$ cat config.mk
export PLATFORM = sky130hd
export DESIGN_NAME = instruction_fetch_unit_flat
export DESIGN_NICKNAME = d
export VERILOG_FILES = /design/src/rtl/instruction_fetch_unit_pkg.sv /design/src/rtl/instruction_fetch_unit_if.sv /design/src/rtl/instruction_fetch_unit_pc_next_select.sv /design/src/rtl/instruction_fetch_unit.sv /design/src/flat_wrapper.sv
export SDC_FILE = /design/constraint.sdc
export NUM_CORES = 1
export LEC_CHECK = 0
export CAP_MARGIN = 10
export CORE_MARGIN = 8
export CORE_UTILIZATION = 43
export DETAILED_ROUTE_END_ITERATION = 10
export PLACE_DENSITY = 0.77
export REMOVE_ABC_BUFFERS = 1
export SLEW_MARGIN = 30
export SYNTH_ARGS = -nofsm -noshare
export SYNTH_HDL_FRONTEND = slang
export SYNTH_SLANG_ARGS = --single-unit
$ cat constraint.sdc
create_clock -name clk -period 2.2 [get_ports clk]
set_input_delay 0.22 -clock clk [delete_from_list [all_inputs] [get_ports clk]]
set_output_delay 0.22 -clock clk [all_outputs]
set_load 0.05 [all_outputs]
$ cat src/rtl/instruction_fetch_unit_pkg.sv
// Shared constants for the fetch stage and the decode logic downstream of it.
package instruction_fetch_unit_pkg;

  localparam int          PC_WIDTH        = 32;
  localparam int          IMEM_ADDR_WIDTH = 6;
  localparam logic [31:0] RESET_PC        = 32'h0000_0000;
  localparam logic [31:0] NOP_INSTR       = 32'h0000_0000;

  // Primary opcodes used by decode
  localparam logic [5:0] OP_RTYPE = 6'h00;
  localparam logic [5:0] OP_J     = 6'h02;
  localparam logic [5:0] OP_JAL   = 6'h03;
  localparam logic [5:0] OP_BEQ   = 6'h04;
  localparam logic [5:0] OP_BNE   = 6'h05;
  localparam logic [5:0] OP_ADDI  = 6'h08;
  localparam logic [5:0] OP_LW    = 6'h23;
  localparam logic [5:0] OP_SW    = 6'h2B;

  // R-type function codes used by decode
  localparam logic [5:0] FN_ADD = 6'h20;
  localparam logic [5:0] FN_SUB = 6'h22;
  localparam logic [5:0] FN_AND = 6'h24;
  localparam logic [5:0] FN_OR  = 6'h25;
  localparam logic [5:0] FN_SLT = 6'h2A;

  // What the IF/ID register does on the next edge
  typedef enum logic [1:0] {
    IFID_LOAD,   // capture the freshly fetched instruction
    IFID_HOLD,   // stall: keep current contents
    IFID_FLUSH   // redirect: replace wrong-path slot with a bubble
  } ifid_action_e;

endpackage

$ cat src/rtl/instruction_fetch_unit_if.sv
// Fetch-stage bus: instruction memory port, ID-stage control inputs and the IF/ID outputs.
interface instruction_fetch_unit_if;
  import instruction_fetch_unit_pkg::*;

  logic [IMEM_ADDR_WIDTH-1:0] ReadAddress;
  logic [31:0]                Instruction;
  logic                       Stall;
  logic                       BranchTaken;
  logic [15:0]                BranchOffset;
  logic                       Jump;
  logic [25:0]                JumpIndex;
  logic [31:0]                IfIdInstruction;
  logic [PC_WIDTH-1:0]        IfIdPcPlus4;
  logic                       IfIdValid;
  logic [PC_WIDTH-1:0]        Pc;

  // Fetch unit side
  modport master (
    output ReadAddress, IfIdInstruction, IfIdPcPlus4, IfIdValid, Pc,
    input  Instruction, Stall, BranchTaken, BranchOffset, Jump, JumpIndex
  );

  // Environment side: instruction memory plus ID-stage hazard/branch logic
  modport slave (
    input  ReadAddress, IfIdInstruction, IfIdPcPlus4, IfIdValid, Pc,
    output Instruction, Stall, BranchTaken, BranchOffset, Jump, JumpIndex
  );
endinterface

$ cat src/rtl/instruction_fetch_unit_pc_next_select.sv
// Combinational next-PC selection: target computation and redirect/stall priority.
module pc_next_select
  import instruction_fetch_unit_pkg::*;
(
  input  logic [PC_WIDTH-1:0] pc,
  input  logic [PC_WIDTH-1:0] ifid_pc_plus4,
  input  logic                ifid_valid,
  input  logic                stall,
  input  logic                branch_taken,
  input  logic [15:0]         branch_offset,
  input  logic                jump,
  input  logic [25:0]         jump_index,
  output logic [PC_WIDTH-1:0] pc_plus4,
  output logic [PC_WIDTH-1:0] pc_next,
  output ifid_action_e        ifid_action
);

  logic [PC_WIDTH-1:0] branch_target;
  logic [PC_WIDTH-1:0] jump_target;

  assign pc_plus4      = pc + 32'd4;
  assign branch_target = ifid_pc_plus4 + {{14{branch_offset[15]}}, branch_offset, 2'b00};
  assign jump_target   = {ifid_pc_plus4[31:28], jump_index, 2'b00};

  // Priority: jump, taken branch, stall, sequential; a bubble in ID cannot redirect or stall
  always_comb begin
    // NOTE: every output gets a default first so no path leaves it unassigned (no latch).
    pc_next     = pc_plus4;
    ifid_action = IFID_LOAD;
    if (ifid_valid) begin
      if (jump) begin
        pc_next     = jump_target;
        ifid_action = IFID_FLUSH;
      end else if (branch_taken) begin
        pc_next     = branch_target;
        ifid_action = IFID_FLUSH;
      end else if (stall) begin
        pc_next     = pc;
        ifid_action = IFID_HOLD;
      end
    end
  end

endmodule

$ cat src/rtl/instruction_fetch_unit.sv
// Fetch stage: owns the PC, addresses instruction memory and fills the IF/ID register.
module instruction_fetch_unit
  import instruction_fetch_unit_pkg::*;
#(
  parameter logic [31:0] RESET_VALUE = RESET_PC
) (
  input logic                       clk,
  input logic                       reset,
  instruction_fetch_unit_if.master  bus
);

  logic [PC_WIDTH-1:0] pc_q;
  logic [PC_WIDTH-1:0] pc_plus4;
  logic [PC_WIDTH-1:0] pc_next;
  ifid_action_e        ifid_action;

  pc_next_select u_pc_next_select (
    .pc            (pc_q),
    .ifid_pc_plus4 (bus.IfIdPcPlus4),
    .ifid_valid    (bus.IfIdValid),
    .stall         (bus.Stall),
    .branch_taken  (bus.BranchTaken),
    .branch_offset (bus.BranchOffset),
    .jump          (bus.Jump),
    .jump_index    (bus.JumpIndex),
    .pc_plus4      (pc_plus4),
    .pc_next       (pc_next),
    .ifid_action   (ifid_action)
  );

  // Word address wraps naturally by dropping the upper PC bits
  assign bus.ReadAddress = pc_q[IMEM_ADDR_WIDTH+1:2];
  assign bus.Pc          = pc_q;

  // PC and IF/ID pipeline register, synchronous reset has top priority
  always_ff @(posedge clk) begin
    // NOTE: non-blocking assignments so every register samples pre-edge values.
    if (reset) begin
      pc_q                <= RESET_VALUE;
      bus.IfIdInstruction <= NOP_INSTR;
      bus.IfIdPcPlus4     <= '0;
      bus.IfIdValid       <= 1'b0;
    end else begin
      pc_q <= pc_next;
      case (ifid_action)
        IFID_LOAD: begin
          bus.IfIdInstruction <= bus.Instruction;
          bus.IfIdPcPlus4     <= pc_plus4;
          bus.IfIdValid       <= 1'b1;
        end
        IFID_FLUSH: begin
          bus.IfIdInstruction <= NOP_INSTR;
          bus.IfIdPcPlus4     <= '0;
          bus.IfIdValid       <= 1'b0;
        end
        default: ;  // IFID_HOLD keeps contents
      endcase
    end
  end

endmodule

$ cat src/flat_wrapper.sv
// flat-port wrapper written by rule: the top's interface ports become plain ports
module instruction_fetch_unit_flat import instruction_fetch_unit_pkg::*;
#(
  parameter logic [31:0] RESET_VALUE = RESET_PC
)
  (clk, reset, bus_ReadAddress, bus_IfIdInstruction, bus_IfIdPcPlus4, bus_IfIdValid, bus_Pc, bus_Instruction, bus_Stall, bus_BranchTaken, bus_BranchOffset, bus_Jump, bus_JumpIndex);
  instruction_fetch_unit_if bus_i ();
  input logic clk;
  input logic reset;
  output wire logic [$bits(bus_i.ReadAddress)-1:0] bus_ReadAddress;
  output wire logic [$bits(bus_i.IfIdInstruction)-1:0] bus_IfIdInstruction;
  output wire logic [$bits(bus_i.IfIdPcPlus4)-1:0] bus_IfIdPcPlus4;
  output wire logic [$bits(bus_i.IfIdValid)-1:0] bus_IfIdValid;
  output wire logic [$bits(bus_i.Pc)-1:0] bus_Pc;
  input wire logic [$bits(bus_i.Instruction)-1:0] bus_Instruction;
  input wire logic [$bits(bus_i.Stall)-1:0] bus_Stall;
  input wire logic [$bits(bus_i.BranchTaken)-1:0] bus_BranchTaken;
  input wire logic [$bits(bus_i.BranchOffset)-1:0] bus_BranchOffset;
  input wire logic [$bits(bus_i.Jump)-1:0] bus_Jump;
  input wire logic [$bits(bus_i.JumpIndex)-1:0] bus_JumpIndex;
  assign bus_ReadAddress = bus_i.ReadAddress;
  assign bus_IfIdInstruction = bus_i.IfIdInstruction;
  assign bus_IfIdPcPlus4 = bus_i.IfIdPcPlus4;
  assign bus_IfIdValid = bus_i.IfIdValid;
  assign bus_Pc = bus_i.Pc;
  assign bus_i.Instruction = bus_Instruction;
  assign bus_i.Stall = bus_Stall;
  assign bus_i.BranchTaken = bus_BranchTaken;
  assign bus_i.BranchOffset = bus_BranchOffset;
  assign bus_i.Jump = bus_Jump;
  assign bus_i.JumpIndex = bus_JumpIndex;
  instruction_fetch_unit #(.RESET_VALUE(RESET_VALUE)) u_core (.clk(clk), .reset(reset), .bus(bus_i));
endmodule
==> impl_metrics.json <==
{
  "run_status": "complete, but fails checks",
  "violations": "negative setup slack",
  "clock-skew-final_ns": 0.00738,
  "synth_flop_cell": "dfxtp_1",
  "chipHeight_um": 134,
  "globalplace.congestion": 0.942,
  "grt_use_total_pct": 25.1,
  "portBuffers": 181,
  "p_leak_nw": 4.17,
  "globalRouteOverflowTotal": 0,
  "place_hpwl_mm": 16.9,
  "path_clk_slew_ns": 0.07,
  "critical_path.endpoint": "u_core.bus.Pc[14]",
  "synthCells": 746,
  "placed_cells": 1212,
  "reg2reg_depth": 10,
  "rsz0062_at_grt": "true",
  "start_util_pct": 43.4,
  "clk_latency_ns": 0.36,
  "cts_hold_buf": 0,
  "netlist_area_um2": 5960,
  "crit_buf_inv": 1,
  "tns_ns": -3.27,
  "cts_tree": "done",
  "cts_buffer_depth": 2,
  "core-area_um2": 13700,
  "drt_first_pass_iters": 5,
  "layout-drive-gt1-share_pct": 23.9,
  "first_iter_violations": 612,
  "synthTopCellsByArea": "dfxtp_1 (33%), nor2_1 (6.4%), a22oi_1 (6.3%)",
  "synth_edf_count": 0,
  "final_hold_viol_count": 0,
  "max-vdd-ir-drop_mv": 0.467,
  "instances_no_fill": 1236,
  "avgViaCountPerCell": 5.76,
  "row_count": 43,
  "yosysTopAreaCell": "dfxtp_1",
  "hold_path.class": "input port to flip-flop",
  "worstPathMaxFanout": 3,
  "placed_cell_area_um2": 9020,
  "postSynthAreaPerCell_um2": 7.99,
  "wirelength_mm": 23.5,
  "htree_levels": 3,
  "crit_cells": 10,
  "ys_warn_count": 0,
  "antenna_found_initial": 1,
  "setup_viol": 16,
  "grt_pass1_vias": 7088,
  "synthTopCellsByCount": "nor2_1 (102), dfxtp_1 (97), nand2_1 (57), a22oi_1 (50), a21oi_1 (48)",
  "wl_per_cell_um": 19.0,
  "ff2ff_setup_slack_ns": -0.39,
  "drc_errors": 0,
  "antenna_left": 0,
  "die_w_um": 134,
  "netlist.area_leader.share_pct": 32.6,
  "synth.distinct_cells": 69,
  "synth-seq-cells": 97,
  "stdcell_area_um2": 9800,
  "ios": 182,
  "numCtsBuffers": 9,
  "worstPathArrival_ns": 2.81,
  "fmax_mhz": 387,
  "r2r_end": "u_core.bus.Pc[14]",
  "crit_chain": "ha_4 > fa_2 > a21o_1 > a221o_1 > buf_6 > a2111oi_4 > o21bai_1 > a21oi_2 > xor2_1 > o32ai_1",
  "path_delay_family": "compound AO/OA/AOI/OAI gates",
  "cp.required_ns": 2.42,
  "slowest_stage": "a221o_1",
  "synthArstFlopShare_pct": 0,
  "cp-end-kind": "flip-flop",
  "finalWorstSetupSlack_ns": -0.387,
  "cp-start-kind": "flip-flop",
  "synth_most_common_cell": "nor2_1",
  "antenna_cells": 0,
  "pre_cts_slack_ns": -0.813,
  "dieArea_um2": 17900,
  "fin_total_pwr_mw": 5.40,
  "grt_max_degree": 93,
  "seq_area_frac_synth_pct": 32.6,
  "worst_pin_slew_ns": 0.548,
  "powerDensity_nw_per_um2": 550,
  "drv_slew": 0,
  "fin_crit_sh_pct": 118,
  "grt_first_pass_wirelength_mm": 36.4,
  "num_vias": 7116,
  "area_growth_pct": 64.5,
  "fin_nets": 1161,
  "cts_sinks": 97,
  "cts_root_buf": "clkbuf_16",
  "drv_cap": 0,
  "cp-startpoint": "u_core.bus.IfIdPcPlus4[2]",
  "fin_crit_ns": 2.59,
  "slew_headroom_pct": 63.4,
  "critical_path_class": "flip-flop to flip-flop",
  "fillers": 1053,
  "r2r_start": "u_core.bus.IfIdPcPlus4[2]",
  "critPathMaxStageDelay_ns": 0.41
}
placed cells by master (no fill, tap or decap), types with 10 or more instances in the layout:
| cell type | count |
|---|---|
| nor3_1 | 20 |
| xor2_1 | 17 |
| nand4_1 | 14 |
| xnor2_1 | 25 |
| inv_1 | 11 |
| nand2_1 | 55 |
| ha_1 | 20 |
| a21oi_1 | 37 |
| a22oi_1 | 50 |
| a21oi_2 | 10 |
| dfxtp_1 | 92 |
| a21o_1 | 24 |
| nand3_1 | 17 |
| buf_4 | 158 |
| clkdlybuf4s50_1 | 177 |
| ha_4 | 10 |
| nor2_1 | 99 |
| o21ai_0 | 26 |
sequential cells by signal (all words and copies together), names as in the netlist:
register,cells
u_core.bus.IfIdValid,1
u_core.bus.Pc,32
u_core.bus.IfIdInstruction,32
u_core.bus.IfIdPcPlus4,32
how the worst min path moves through the flow:
stage	to	startpoint	cells past startpoint
floorplan	u_core.bus.IfIdPcPlus4[31]	reset	1
global placement	u_core.bus.IfIdPcPlus4[1]	u_core.bus.IfIdPcPlus4[1]	2
detailed placement	u_core.bus.IfIdPcPlus4[1]	u_core.bus.IfIdPcPlus4[1]	2
CTS	u_core.bus.IfIdInstruction[28]	reset	3
global route	u_core.bus.IfIdInstruction[28]	reset	3
finish	u_core.bus.IfIdInstruction[28]	reset	3
timing repair:
action	4_1_cts	5_1_grt
endpoints found under the setup margin	23	25
pin swaps	31	40
setup buffers	5	6
gates resized for setup	49	41
cell families (layout without fill, tap and decap cells):
kind of cell             after synthesis  in the layout  synth area share [%]
AND/OR/NAND/NOR                      264            264                  21.2
AO/OA/AOI/OAI                        234            234                  27.1
multiplexers                           5              5                 0.882
adder cells (fa/ha/maj)               31             31                  6.63
flip-flops                            97             97                  32.6
buffers and inverters                 69            379                  4.85
XOR/XNOR                              46             46                  6.76
where the power goes:
part | switching [mW] | total [mW] | internal, mW
Sequential | 0.0823 | 1.95 | 1.86
Combinational | 1.09 | 1.92 | 0.826
Clock | 0.729 | 1.53 | 0.806
metal layers:
layer	global-route usage, %	part of all wire, %
met1	29.9	41
met2	42.4	48
met3	4.63	7.1
met4	12.6	3.6
met5	0	0.043
worst reg2reg max path: stages (launching register included):
cell       delay (ns)
dfxtp_2          0.34
ha_4             0.16
fa_2             0.35
a21o_1           0.21
a221o_1          0.41
buf_6            0.16
a2111oi_4        0.27
o21bai_1         0.12
a21oi_2          0.14
xor2_1           0.19
o32ai_1          0.10
final cells by class:
| class | count | area (um2) | share of cell area, % |
|---|---|---|---|
| clock buffer | 11 | 243 | 2.48 |
| clock inverter | 5 | 36.3 | 0.370 |
| inverter | 12 | 45.0 | 0.459 |
| multi-input combinational | 580 | 4150 | 42.3 |
| sequential | 97 | 1950 | 19.9 |
| tap | 180 | 225 | 2.30 |
| timing repair buffer | 351 | 3160 | 32.2 |
stage by stage:
step | utilization [%] | hold WS (ns)
2_1_floorplan | - | 0.282
4_1_cts | 69.9 | 0.388
3_3_place_gp | 65.8 | 0.460
3_5_place_dp | 65.8 | 0.477
6_report | 71.5 | 0.373
5_1_grt | 71.5 | 0.377
No activity file was read; power rests on OpenSTA's default activity.
==> edit 1 (same flow settings) <==
The package constant `IMEM_ADDR_WIDTH` goes from 6 to 7.
--- a/src/rtl/instruction_fetch_unit_pkg.sv
+++ b/src/rtl/instruction_fetch_unit_pkg.sv
@@ -2,7 +2,7 @@
 package instruction_fetch_unit_pkg;
 
   localparam int          PC_WIDTH        = 32;
-  localparam int          IMEM_ADDR_WIDTH = 6;
+  localparam int          IMEM_ADDR_WIDTH = 7;
   localparam logic [31:0] RESET_PC        = 32'h0000_0000;
   localparam logic [31:0] NOP_INSTR       = 32'h0000_0000;
 
Interface: changed (resized bus_ReadAddress); port bits go from 182 to 183. No check against the original RTL was run, so the function may have changed too.
==> edit 1 against the unedited design <==
The flow still finishes with violations (negative setup slack); wire length is 3.4% higher; power up 1.5%; cell area rose by 0.61%; clock skew up 0.0044 ns; utilization is 0.44 points higher; first-iteration DRC count is 20% higher; sequential cell count is the same; synthesized area grew 0.13%; worst setup slack got worse by 0.17 ns.
==> edit 1: results (changes against the unedited design) <==
- Status: complete, but fails checks
- Failing checks: negative setup slack
- Maximum vdd drop: 0.000419 V (-10%)
- RD Place Congestion: 0.962 (+2.2%)
- Sequential area share after synthesis: 32.5% (-0.041 points)
- Arr. time, crit path: 2.99 ns (+0.18 ns)
- Filler Cell Count: 1036 (-1.6%)
- Main area contributors after synthesis: dfxtp_1 (33%), nor2_1 (6.4%), a22oi_1 (6.3%)
- Final setup violation count: 17 (+1)
- Setup_tns: -3.80 ns (-0.529 ns)
- Post-synthesis cell count: 747 (+0.13%)
- Share of layout cells above drive strength 1: 23.9% (+0.049 points)
- Total routing usage reported by global routing: 25.5% (+0.36 points)
- First-pass GRT wire length: 36800 µm (+1.2%)
- Pre-CTS setup slack: -0.846 ns (-0.0329 ns)
- Final Skew: 0.0117 ns (+0.00436 ns)
- Via density: 5.85 (+1.6%)
- Worst-Margin Slew: 0.567 ns (+0.0190 ns)
- DR vias: 7239 (+1.7%)
- Reg2reg end: u_core.bus.Pc[12]$_SDFFE_PP0P_
- Iter 0 DRT Violations: 736 (+20%)
- Drt pass-1 iters: 6 (+1)
- Post-DP HPWL: 17100 µm (+1.0%)
- Number of global-route vias before repair: 7052 (-0.51%)
- Leakage Power: 4.24 nW (+1.6%)
- DR WL/cell: 19.6 µm (+3.3%)
- Post-route setup slack: -0.558 ns (-0.171 ns)
- Port Buffers: 182 (+0.55%)
- Antenna violations before repair: 0 (-1)
[edit 1: cells by family after synthesis]
kind of cell | share of synthesized area (%)
AND/OR/NAND/NOR | 21.1
AO/OA/AOI/OAI | 27.1
flip-flops | 32.5
buffers and inverters | 4.97
XOR/XNOR | 6.75
adder cells (fa/ha/maj) | 6.63
multiplexers | 0.881
[edit 1: worst max-delay path by stage]
stage          slack (ns)  depth (start not counted)                             end                                    from
2_1_floorplan       -1.76                          6  u_core.bus.Pc[23]$_SDFFE_PP0P_       u_core.bus.IfIdValid$_SDFFE_PP0P_
3_3_place_gp        -0.79                         11  u_core.bus.Pc[22]$_SDFFE_PP0P_                     bus_BranchOffset[0]
3_5_place_dp        -0.85                         11  u_core.bus.Pc[22]$_SDFFE_PP0P_                     bus_BranchOffset[0]
4_1_cts             -0.34                         10  u_core.bus.Pc[12]$_SDFFE_PP0P_  u_core.bus.IfIdPcPlus4[2]$_SDFFE_PP0P_
5_1_grt             -0.61                         10  u_core.bus.Pc[12]$_SDFFE_PP0P_  u_core.bus.IfIdPcPlus4[2]$_SDFFE_PP0P_
6_report            -0.56                         10  u_core.bus.Pc[12]$_SDFFE_PP0P_  u_core.bus.IfIdPcPlus4[2]$_SDFFE_PP0P_
[edit 1: routing by layer]
metal	wire length (µm)	part of all wire, %	GRT usage (%)
met5	0	0	0
met4	1020	4.2	12.3
met1	9390	39	30.5
met3	2140	8.8	5.12
met2	11700	48	42.8
[edit 1: final cells by class]
type / count / share of cell area (%)
clock inverters: 6 / 0.596
flip-flops and latches: 97 / 19.7
well taps: 180 / 2.28
repair buffers: 353 / 32.2
clock buffers: 10 / 2.42
multi-input cells: 580 / 42.3
inverters: 12 / 0.457
[edit 1: critical path: stages, from the launching register on]
cell and delay (ns):
dfxtp_2 0.34, ha_4 0.16, fa_2 0.34, a21o_1 0.19
a221o_1 0.38, buf_6 0.16, a211o_1 0.27, a21oi_2 0.16
xnor2_1 0.12, a221oi_1 0.44, a211oi_1 0.08
[edit 1: timing repair]
| item | in CTS | in global routing |
|---|---|---|
| setup endpoints to repair | 23 | 26 |
| gates resized for setup | 52 | 35 |
| pin swaps | 29 | 43 |
| buffers inserted | 4 | 9 |
[edit 1: power breakdown]
| part | internal (mW) | switching (mW) | total [mW] | leakage (nW) |
|---|---|---|---|---|
| logic | 0.830 | 1.10 | 1.93 | 3.30 |
| clock network | 0.823 | 0.782 | 1.61 | 0.143 |
| registers | 1.86 | 0.0794 | 1.94 | 0.796 |
| total | 3.51 | 1.96 | 5.48 | 4.24 |
[edit 1: stage by stage]
step           hold slack [ns]  instance area [µm²]
3_5_place_dp             0.470                 9020
5_1_grt                  0.334                 9860
2_1_floorplan            0.282                 5720
4_1_cts                  0.322                 9620
3_3_place_gp             0.460                 9020
6_report                 0.319                 9860
==> edit 2 (config.mk and constraints unchanged) <==
Without the edit above. Reset style: asynchronous (`reset`), changed in one clocked block. Comments in the files are not updated.
--- a/src/rtl/instruction_fetch_unit.sv
+++ b/src/rtl/instruction_fetch_unit.sv
@@ -33,7 +33,7 @@
   assign bus.Pc          = pc_q;
 
   // PC and IF/ID pipeline register, synchronous reset has top priority
-  always_ff @(posedge clk) begin
+  always_ff @(posedge clk or posedge reset) begin
     // NOTE: non-blocking assignments so every register samples pre-edge values.
     if (reset) begin
       pc_q                <= RESET_VALUE;
Behaviour: differs if reset is asserted again (counterexample within 4 cycles, from zero or initial values and one cycle with reset high); with reset held inactive, the same outputs for 4 cycles.
==> edit 2 against the unedited design <==
The run still ends with negative setup slack left; count of clock-buffer cells in the layout fell by 2; wire length rose by 1.2%; sequential share of layout area rose by 3.7 points; cell area rose by 5.0%; synthesized area rose by 4.8%; utilization rose by 0.20 points; worst hold slack got worse by 0.027 ns; critical endpoint is now u_core.bus.Pc[18]$_DFFE_PP0P_; non-clock buffer count rose by 13; die area rose by 4.3%; sequential cell count did not move; worst setup slack got worse by 0.31 ns.
Power is not compared: it rests on default switching activity, and its combinational part moved more than twofold at a synthesized area within 25%.
==> edit 2: results (changes against the unedited design) <==
- Post-Place Cell Area: 9390 µm² (+4.1%)
- Sequential cell count: 97 (unchanged)
- Post-route setup slack: -0.699 ns (-0.312 ns)
- FF+latch area: 2430 µm² (+24%)
- Via density: 5.66 (-1.7%)
- Fin cells: 1219 (-1.4%)
- WL final: 23800 µm (+1.2%)
- Total routing usage reported by global routing: 24.8% (-0.33 points)
- Metal3 WL: 2330 µm (+39%)
- Filler Cell Count: 1017 (-3.4%)
- Logic inverters: 9 (-3)
- Post-synth top cells: nand2_1 (107), dfrtp_1 (97), o21ai_0 (53)
- Worst Hold Class: input pin to asynchronous set/reset pin
- Status: complete, but fails checks
- Largest fanout on the critical path: 2 (-1)
- Main area contributors after synthesis: dfrtp_1 (39%), nand2_1 (6.4%), ha_1 (6.0%)
- Final setup violation count: 21 (+5)
- Met1 Use GR: 29.9% (+0.043 points)
- Iter 0 DRT Violations: 529 (-14%)
- First-pass GRT wire length: 36400 µm (+0.12%)
- Synth async-reset ratio: 100% (+100 points)
- Worst reg2reg setup slack: -0.70 ns (-0.31 ns)
- Layout Nets: 1140 (-1.8%)
- Clk_buf instances: 9 (-2)
- Signal buffers: 364 (+3.7%)
- Failing checks: negative setup slack
- Share of layout cells above drive strength 1: 25.9% (+2.0 points)
- GRT met3 Usage: 7.82% (+3.2 points)
- Post-CTS Setup Bufs: 7 (+2)
[edit 2: cell count changes in the layout (fill, tap and decap cells not counted), sizes merged, moves of 8 or more]
cell	before	now
o21ai	33	55
dfxtp	97	0
nor4	9	1
dfrtp	0	97
a22oi	50	4
nor3	21	10
a22o	1	33
buf	171	183
o31ai	5	14
nor2	102	51
a21oi	49	40
nand2	57	107
[edit 2: power breakdown]
group / total [mW] / switching (mW) / internal [mW]
sequential: 2.57 / 0.386 / 2.18
clock: 1.59 / 0.788 / 0.802
combinational: 6.81 / 3.93 / 2.88
total: 11.0 / 5.11 / 5.86
[edit 2: cells by family (layout without fill, tap and decap cells)]
kind of cell,count (synthesis),after routing
AOI/OAI and AO/OA,230,230
xor gates and xnor gates,48,48
adders and majority gates,31,31
buffers and inverters,57,389
DFF,97,97
muxes,6,6
and+or+nand+nor,234,234
